<file path="src/rtl/des_key_sched.sv">
// des_key_sched: DES key schedule sequencer - PC-1 on load, per-round C/D rotation, PC-2 subkeys out.
// Latency: first subkey valid 2 cycles after key_load; each accepted subkey -> next one 2 cycles later.
// Backpressure: subkey_ready low holds state, subkey_out and round_idx stable indefinitely.
module des_key_sched (
    input  logic        clk,
    input  logic        rst,
    input  logic [64:1] key_in,
    input  logic        key_load,
    input  logic        decrypt,
    output logic [48:1] subkey_out,
    output logic        subkey_valid,
    input  logic        subkey_ready,
    output logic [4:0]  round_idx,
    output logic        busy,
    output logic        done
);
    // LOAD is kept in the encoding but never entered: loading happens on the IDLE exit edge.
    typedef enum logic [1:0] {IDLE, LOAD, SHIFT, PRESENT} state_t;

    // Entry i names the FIPS input bit (1 = MSB) that lands in output bit i+1.
    localparam int PC1_TBL [56] = '{
        57, 49, 41, 33, 25, 17,  9,
         1, 58, 50, 42, 34, 26, 18,
        10,  2, 59, 51, 43, 35, 27,
        19, 11,  3, 60, 52, 44, 36,
        63, 55, 47, 39, 31, 23, 15,
         7, 62, 54, 46, 38, 30, 22,
        14,  6, 61, 53, 45, 37, 29,
        21, 13,  5, 28, 20, 12,  4
    };

    localparam int PC2_TBL [48] = '{
        14, 17, 11, 24,  1,  5,
         3, 28, 15,  6, 21, 10,
        23, 19, 12,  4, 26,  8,
        16,  7, 27, 20, 13,  2,
        41, 52, 31, 37, 47, 55,
        30, 40, 51, 45, 33, 48,
        44, 49, 39, 56, 34, 53,
        46, 42, 50, 36, 29, 32
    };

    // Vectors are numbered so that FIPS bit n sits at index (width+1-n).
    function automatic logic [56:1] pc1(input logic [64:1] k);
        logic [56:1] r;
        r = '0;
        for (int i = 0; i < 56; i++)
            r[6'(56 - i)] = k[7'(65 - PC1_TBL[6'(i)])];
        return r;
    endfunction

    function automatic logic [48:1] pc2(input logic [56:1] cd);
        logic [48:1] r;
        r = '0;
        for (int j = 0; j < 48; j++)
            r[6'(48 - j)] = cd[6'(57 - PC2_TBL[6'(j)])];
        return r;
    endfunction

    // Encrypt uses S[round]; decrypt skips round 1 and then walks the table backwards with S[18-round].
    function automatic logic [1:0] shift_amt(input logic [4:0] rnd, input logic dir);
        logic [4:0] s;
        if (dir && rnd == 5'd1)
            return 2'd0;
        s = dir ? (5'd18 - rnd) : rnd;
        return (s == 5'd1 || s == 5'd2 || s == 5'd9 || s == 5'd16) ? 2'd1 : 2'd2;
    endfunction

    function automatic logic [28:1] rot(input logic [28:1] v, input logic [1:0] amt, input logic right);
        logic [28:1] r;
        case ({right, amt})
            3'b001:  r = {v[27:1], v[28]};
            3'b010:  r = {v[26:1], v[28:27]};
            3'b101:  r = {v[1], v[28:2]};
            3'b110:  r = {v[2:1], v[28:3]};
            default: r = v;
        endcase
        return r;
    endfunction

    state_t      state_q, state_d;
    logic [28:1] c_q, c_d, d_q, d_d;
    logic        dir_q, dir_d;
    logic [4:0]  round_q, round_d;
    logic        valid_q, valid_d;
    logic        busy_q, busy_d;
    logic        done_q, done_d;
    logic [1:0]  amt;

    // Next-state and next-output logic for the IDLE -> SHIFT <-> PRESENT sequence.
    always_comb begin
        state_d = state_q;
        c_d     = c_q;
        d_d     = d_q;
        dir_d   = dir_q;
        round_d = round_q;
        valid_d = valid_q;
        busy_d  = busy_q;
        done_d  = 1'b0;
        amt     = 2'd0;
        case (state_q)
            IDLE: begin
                if (key_load) begin
                    {c_d, d_d} = pc1(key_in);
                    dir_d      = decrypt;
                    round_d    = 5'd1;
                    busy_d     = 1'b1;
                    state_d    = SHIFT;
                end
            end
            SHIFT: begin
                amt     = shift_amt(round_q, dir_q);
                c_d     = rot(c_q, amt, dir_q);
                d_d     = rot(d_q, amt, dir_q);
                valid_d = 1'b1;
                state_d = PRESENT;
            end
            PRESENT: begin
                if (subkey_ready) begin
                    valid_d = 1'b0;
                    if (round_q == 5'd16) begin
                        state_d = IDLE;
                        busy_d  = 1'b0;
                        done_d  = 1'b1;
                        round_d = 5'd0;
                    end else begin
                        round_d = round_q + 5'd1;
                        state_d = SHIFT;
                    end
                end
            end
            default: state_d = IDLE;
        endcase
    end

    // State and registered outputs; reset wins over any sequence in progress and suppresses done.
    always_ff @(posedge clk) begin
        if (rst) begin
            state_q <= IDLE;
            c_q     <= '0;
            d_q     <= '0;
            dir_q   <= 1'b0;
            round_q <= '0;
            valid_q <= 1'b0;
            busy_q  <= 1'b0;
            done_q  <= 1'b0;
        end else begin
            state_q <= state_d;
            c_q     <= c_d;
            d_q     <= d_d;
            dir_q   <= dir_d;
            round_q <= round_d;
            valid_q <= valid_d;
            busy_q  <= busy_d;
            done_q  <= done_d;
        end
    end

    assign subkey_out   = pc2({c_q, d_q});
    assign subkey_valid = valid_q;
    assign round_idx    = round_q;
    assign busy         = busy_q;
    assign done         = done_q;

endmodule

</file>
<file path="config.mk">
export PLATFORM = sky130hd
export DESIGN_NAME = des_key_sched
export DESIGN_NICKNAME = d
export VERILOG_FILES = /design/src/rtl/des_key_sched.sv
export SDC_FILE = /design/constraint.sdc
export NUM_CORES = 1
export LEC_CHECK = 0
export BUFFER_PORTS_ARGS = -buffer_cell sky130_fd_sc_hd__buf_4
export CORE_MARGIN = 2
export CORE_UTILIZATION = 35
export DETAILED_ROUTE_END_ITERATION = 8
export REMOVE_ABC_BUFFERS = 1
export SYNTH_ARGS = -nofsm -noshare
export SYNTH_HDL_FRONTEND = slang
export SYNTH_SLANG_ARGS = --single-unit
</file>
<file path="constraint.sdc">
create_clock -name clk -period 3.5 [get_ports clk]
set_clock_uncertainty 0.05 [all_clocks]
set_input_delay 0.875 -clock clk [delete_from_list [all_inputs] [get_ports clk]]
set_output_delay 0.875 -clock clk [all_outputs]
set_load 0.005 [all_outputs]
</file>
==> results of run 1 <==
metal layers:
layer	up-vias	GRT usage [%]
met5	-	0
met4	0	6.27
met3	15	1.92
met2	129	27.9
met1	1995	22.6
li1	2024	-
state kept, by name, indices dropped and copies added, names as in the netlist:
signal and cells:
busy 1, c_q 28, d_q 28, dir_q 1
done 1, round_idx 5, state_q 2, subkey_valid 1
worst max-delay path: cells and delay by family, from the launching register on:
kind	cells	cell delay, ns
simple gates	2	1.08
compound gates	2	0.75
flops	1	0.47
fa+ha+maj	1	0.36
mux	1	0.23
buf+inv	1	0.10
where the power goes:
part           switching, W  leakage [nW]  total (W)  internal [W]
sequential        0.0000808         0.546   0.000898      0.000817
combinational      0.000308         0.931   0.000474      0.000166
clock              0.000348         0.146   0.000901      0.000553
total              0.000737          1.62    0.00227       0.00154
synth_stat cells, types with 2 or more instances:
cell type	count	area share (%)
a2111o_1	4	1.0
a211oi_1	13	2.2
a21boi_0	5	0.85
a21oi_1	5	0.57
a31oi_1	8	1.1
and2_1	2	0.28
buf_2	10	1.1
buf_4	50	8.5
buf_6	8	2.0
clkbuf_1	30	2.6
dfxtp_1	67	30
ha_1	4	1.1
inv_1	4	0.34
mux2i_1	6	1.4
nand2_1	60	5.1
nand2b_1	3	0.43
nand3_1	5	0.57
nand4_1	2	0.28
nor2_1	48	4.1
nor2b_1	3	0.43
nor3_1	98	11
nor4_1	3	0.43
o21ai_0	8	0.91
o221ai_1	44	8.7
o31ai_1	54	9.2
xnor2_1	3	0.60
placed cells by master (no fill, tap or decap), types with 2 or more instances in the layout:
master	synthesis	routed
a2111o_1	4	4
a211oi_1	13	13
a21boi_0	5	5
a21oi_1	5	5
a31oi_1	8	8
buf_4	50	36
clkbuf_16	0	9
clkinv_2	0	2
clkinv_4	0	3
conb_1	1	39
dfxtp_1	67	66
ha_1	4	4
inv_1	4	4
mux2i_1	6	6
nand2_1	60	60
nand2b_1	3	3
nand3_1	5	5
nand4_1	2	2
nor2_1	48	46
nor2b_1	3	3
nor3_1	98	98
nor4_1	3	3
o21ai_0	8	8
o221ai_1	44	44
o31ai_1	54	54
xnor2_1	3	3
path summary, 6_finish.rpt:
| path | startpoint | end | slack, ns | cells after the start |
|---|---|---|---|---|
| max | round_idx[0] | d_q[26] | 0.34 | 7 |
| min | c_q[23] | c_q[23] | 0.46 | 2 |
| max reg2reg | round_idx[0] | d_q[26] | 0.34 | 7 |
| min reg2reg | c_q[23] | c_q[23] | 0.46 | 2 |
metrics by stage:
step	util (%)	instances	setup TNS (ns)	instance area (sq um)
floorplan	-	508	-56.05	3920
global placement	36.5	713	0	4440
detailed placement	36.5	713	0	4440
CTS	38.9	729	0	4740
global route	38.9	729	0	4740
finish	38.9	729	0	4740
logic make-up after synthesis:
kind of cell	count (synthesis)	synth area share, %
flip-flops	67	30.4
multiplexers	6	1.36
adder cells (fa/ha/maj)	4	1.14
AO/OA/AOI/OAI	151	26.5
AND/OR/NAND/NOR	232	24.9
other	1	0.0851
buffers and inverters	104	14.8
XOR/XNOR	4	0.795
final cells by class:
cell class / count / share of cell area, %
clock buffers: 10 / 4.83
clock inverters: 6 / 1.40
inverters: 5 / 0.396
multi-input cells: 436 / 54.5
flip-flops and latches: 67 / 28.3
well taps: 168 / 4.44
repair buffers: 37 / 6.13
==> out/results.txt, run 1 <==
Longest Clk Path Bufs - 2
WL met1 - 5.38 mm
setup bufs post-CTS - 0
Seq/Total Area, Yosys - 30.4%
worst hold path class - reg -> reg
RSZ-0062 raised after global routing - false
Tcrit/Tclk final - 90.3%
Leakage - 1.62 nW
main flop type after synthesis - dfxtp_1
core region area - 12200 sq um
root buffer cell - clkbuf_16
Synth cell types - 48
Hold WS - 0.457 ns
Slowest-stage cell, CP - and2_2
share of cells above drive strength 1 - 11.6%
port bufs - 28
fin. max-slew vios - 0
wire length on met3 - 541 um
crit-path max cell delay - 0.59 ns
gr ovfl total - 0
Final Critical Period - 3.16 ns
number of flops mapped to enable cells by yosys - 0
row count - 40
Overall Power - 0.00227 W
Final ANT Viol Nets - 0
setup ws final - 0.339 ns
Via Count - 4163
Slew Limit Headroom - 20.2%
post-synthesis sequential element count - 67
TritonRoute pass-1 iters - 4
Synth Warn # - 0
Critical Path AT - 3.35 ns
outcome - finished, final reports clean
CP startpoint kind - flop
Detailed Route Iter0 Violations - 400
Ports - 125
Die H - 116 um
Mapped Cells - 569
syn avg cell area - 7.74 sq um
CP required - 3.69 ns
dpl ws - 0.373 ns
multi-input logic area - 2580 sq um
Die Span X - 116 um
kind of critical path - reg -> reg
Power Density - 480 nW/um^2
area delta synth->final - 7.47%
CTS clk-pin slew, worst paths - 0.06 ns
Post-DP HPWL - 6.78 mm
maximum number of pins on one net before global-route repair - 56
Max-Cap Viols - 0
Sinks on Clock Net - 67
top sig layer - met4
Initial Util - 36.2%
vias per cell - 5.71
Async SR Flop Fraction - 0%
Residual DRC - 0
register area - 1340 sq um
Crit Path Max Fanout - 50
Worst-Margin Slew - 1.19 ns
global-route wire length before repair - 18.9 mm
TritonCTS clock tree - done
CP endpoint kind - flop
Nets - 629
final setup fails - 0
die area - 13500 sq um
Hold Fails Final Rpt - 0
DRT Wirelength - 11.5 mm
Max Freq - 0.316 GHz
Fill cells - 1220
Worst VDD drop - 0.239 mV
initial antenna violation count - 0
cts hold-fix bufs - 0
met2 wire length - 5.37 mm
post-cts resize count - 0
diode count - 0
vias in the first global route - 3890
mapped cell area - 4410 sq um
GRT Resource Usage Total - 16.8%
CTS Buf Count - 9
RD Place Congestion - 0.828
Clk Latency, worst-skew pair - 0.33 ns
WL/cell - 15.7 um
CP Cell Sequence - inv_1 -> ha_1 -> or4_1 -> a211o_1 -> and2_2 -> mux2i_1 -> a211oi_1
H-tree levels - 3
(Power assumes the default switching activity.)
==> run 2: changes to the inputs <==
--- a/config.mk
+++ b/config.mk
@@ -9,6 +9,7 @@
 export CORE_MARGIN = 2
 export CORE_UTILIZATION = 35
 export DETAILED_ROUTE_END_ITERATION = 8
+export PLACE_DENSITY = 0.64
 export REMOVE_ABC_BUFFERS = 1
 export SYNTH_ARGS = -nofsm -noshare
 export SYNTH_HDL_FRONTEND = slang
==> out/results.txt, run 2 (synthesis results as in run 1) <==
Sinks on Clock Net - 67 (unchanged)
share of cells above drive strength 1 - 11.9% (was 11.6%)
Post-DP HPWL - 6.88 mm (was 6.78 mm)
Die H - 116 um (unchanged)
H-tree levels - 3 (unchanged)
WHS Endpoint - c_q[24] (was c_q[23])
diode count - 0 (unchanged)
crit-path max cell delay - 0.57 ns (was 0.59 ns)
Via Count - 4285 (was 4163)
Overall Power - 0.00222 W (was 0.00227 W)
multi-input logic area - 2580 sq um (about the same)
cts hold-fix bufs - 0 (unchanged)
Clk Latency, worst-skew pair - 0.33 ns (about the same)
TritonCTS clock tree - done (unchanged)
Worst VDD drop - 0.277 mV (was 0.239 mV)
Detailed Route Iter0 Violations - 570 (was 400)
TritonRoute pass-1 iters - 7 (was 4)
Ports - 125 (unchanged)
CP required - 3.69 ns (about the same)
Max Freq - 0.313 GHz (was 0.316 GHz)
Final Core Density - 38.8% (was 38.9%)
Final Critical Period - 3.19 ns (was 3.16 ns)
R2R Path Start - round_idx[0] (unchanged)
global-route wire length before repair - 18.8 mm (was 18.9 mm)
commonest cells after routing, fill and taps aside - 98 x nor3_1, 66 x dfxtp_1, 60 x nand2_1 (unchanged)
area delta synth->final - 7.01% (was 7.47%)
dpl cells - 714 (was 713)
row count - 40 (unchanged)
hold wc startpoint - c_q[24] (was c_q[23])
Worst-Margin Slew - 1.18 ns (was 1.19 ns)
RR Endpoint - c_q[4] (was d_q[26])
RSZ-0062 raised after global routing - false (unchanged)
Non-Filler Instances - 730 (was 729)
CP endpoint kind - flop (unchanged)
FF-to-FF path depth - 7 (unchanged)
vias per cell - 5.87 (was 5.71)
Max-Cap Viols - 0 (unchanged)
Hold Fails Final Rpt - 0 (unchanged)
Worst R2R Setup Slack - 0.31 ns (was 0.34 ns)
Tcrit/Tclk final - 91.2% (was 90.3%)
worst hold path class - reg -> reg (unchanged)
kind of critical path - reg -> reg (unchanged)
Area after DPL - 4440 sq um (about the same)
Post-Layout Inst Area - 4720 sq um (was 4740 sq um)
CP bufs+invs - 1 (unchanged)
Nets - 630 (was 629)
Power Density - 471 nW/um^2 (was 480 nW/um^2)
CTS clk-pin slew, worst paths - 0.06 ns (about the same)
Critical Path AT - 3.38 ns (was 3.35 ns)
die area - 13500 sq um (unchanged)
Longest Clk Path Bufs - 2 (unchanged)
Residual DRC - 0 (unchanged)
most common cell after layout, fill and taps aside - nor3_1 (unchanged)
Fill cells - 1250 (was 1220)
fin. max-slew vios - 0 (unchanged)
Slew Limit Headroom - 20.9% (was 20.2%)
outcome - finished, final reports clean (unchanged)
root buffer cell - clkbuf_16 (unchanged)
Final ANT Viol Nets - 0 (unchanged)
gr ovfl total - 0 (unchanged)
initial antenna violation count - 0 (unchanged)
CP Cell Sequence - inv_1 -> ha_1 -> or4_1 -> a211o_1 -> nand3_4 -> o221ai_1 -> o31ai_1 (was inv_1 -> ha_1 -> or4_1 -> a211o_1 -> and2_2 -> mux2i_1 -> a211oi_1)
delay-heaviest family, CP - compound AO/OA/AOI/OAI gates (was simple AND/OR/NAND/NOR gates)
port bufs - 28 (unchanged)
core region area - 12200 sq um (unchanged)
maximum number of pins on one net before global-route repair - 56 (unchanged)
CTS Buf Count - 9 (unchanged)
Slowest-stage cell, CP - dfxtp_1 (was and2_2)
vias in the first global route - 3877 (was 3890)
Die Span X - 116 um (unchanged)
final setup fails - 0 (unchanged)
DRT Wirelength - 11.3 mm (was 11.5 mm)
WL/cell - 15.5 um (was 15.7 um)
Worst Hold Path Cells - 2 (unchanged)
Leakage - 1.61 nW (was 1.62 nW)
Crit Path Max Fanout - 42 (was 50)
register area - 1340 sq um (unchanged)
Initial Util - 36.2% (unchanged)
CP startpoint kind - flop (unchanged)
GRT Resource Usage Total - 16.7% (was 16.8%)
RD Place Congestion - 0.834 (was 0.828)
run 2: worst register-to-register path, delay by kind of cell (launching register included):
| family | cells | cell delay (ns) |
|---|---|---|
| flops | 1 | 0.57 |
| buf+inv | 1 | 0.11 |
| simple gates | 2 | 0.98 |
| compound gates | 3 | 1.04 |
| fa+ha+maj | 1 | 0.36 |
run 2: how the worst max path moves through the flow:
stage	to	from	slack, ns	cells after the start
global placement	c_q[3]	round_idx[0]	0.31	7
global route	c_q[4]	round_idx[0]	0.03	7
floorplan	c_q[21]	dir_q	-1.15	6
detailed placement	c_q[3]	round_idx[0]	0.28	7
CTS	c_q[3]	round_idx[0]	0.25	7
finish	c_q[4]	round_idx[0]	0.31	7
run 2: area by class of cell:
class,instances,share of cell area [%]
Tap cell,168,4.46
Timing Repair Buffer,38,6.05
Clock buffer,9,4.78
Sequential cell,67,28.5
Multi-Input combinational cell,436,54.7
Clock inverter,7,1.14
Inverter,5,0.398
run 2: per-layer routing:
metal  wire, um  global-route usage (%)  part of all wire [%]  vias to the layer above
met1       5270                    23.2                    46                     2108
met2       5370                    27.6                    47                      140
met3        558                    1.76                   4.9                        9
met5          0                       0                     0                        -
met4        131                    4.84                   1.2                        0
li1           -                       -                     -                     2028
run 2: report_power, final:
group          switching [W]  internal, W
clock network       0.000367     0.000483
logic               0.000307     0.000165
registers          0.0000815     0.000817
total               0.000755      0.00146
run 2: stage by stage:
step	setup TNS, ns	hold WS, ns	worst slack [ns]
detailed placement	0	0.446	0.276
finish	0	0.457	0.307
floorplan	-56.05	0.420	-1.15
global route	0	0.487	0.0268
global placement	0	0.441	0.314
CTS	0	0.455	0.251
run 2: timing repair:
action                                  CTS  global route
endpoints found under the hold margin     0             0
endpoints found under the setup margin    0             2
setup buffers                             0             0
resized for setup                         0             1
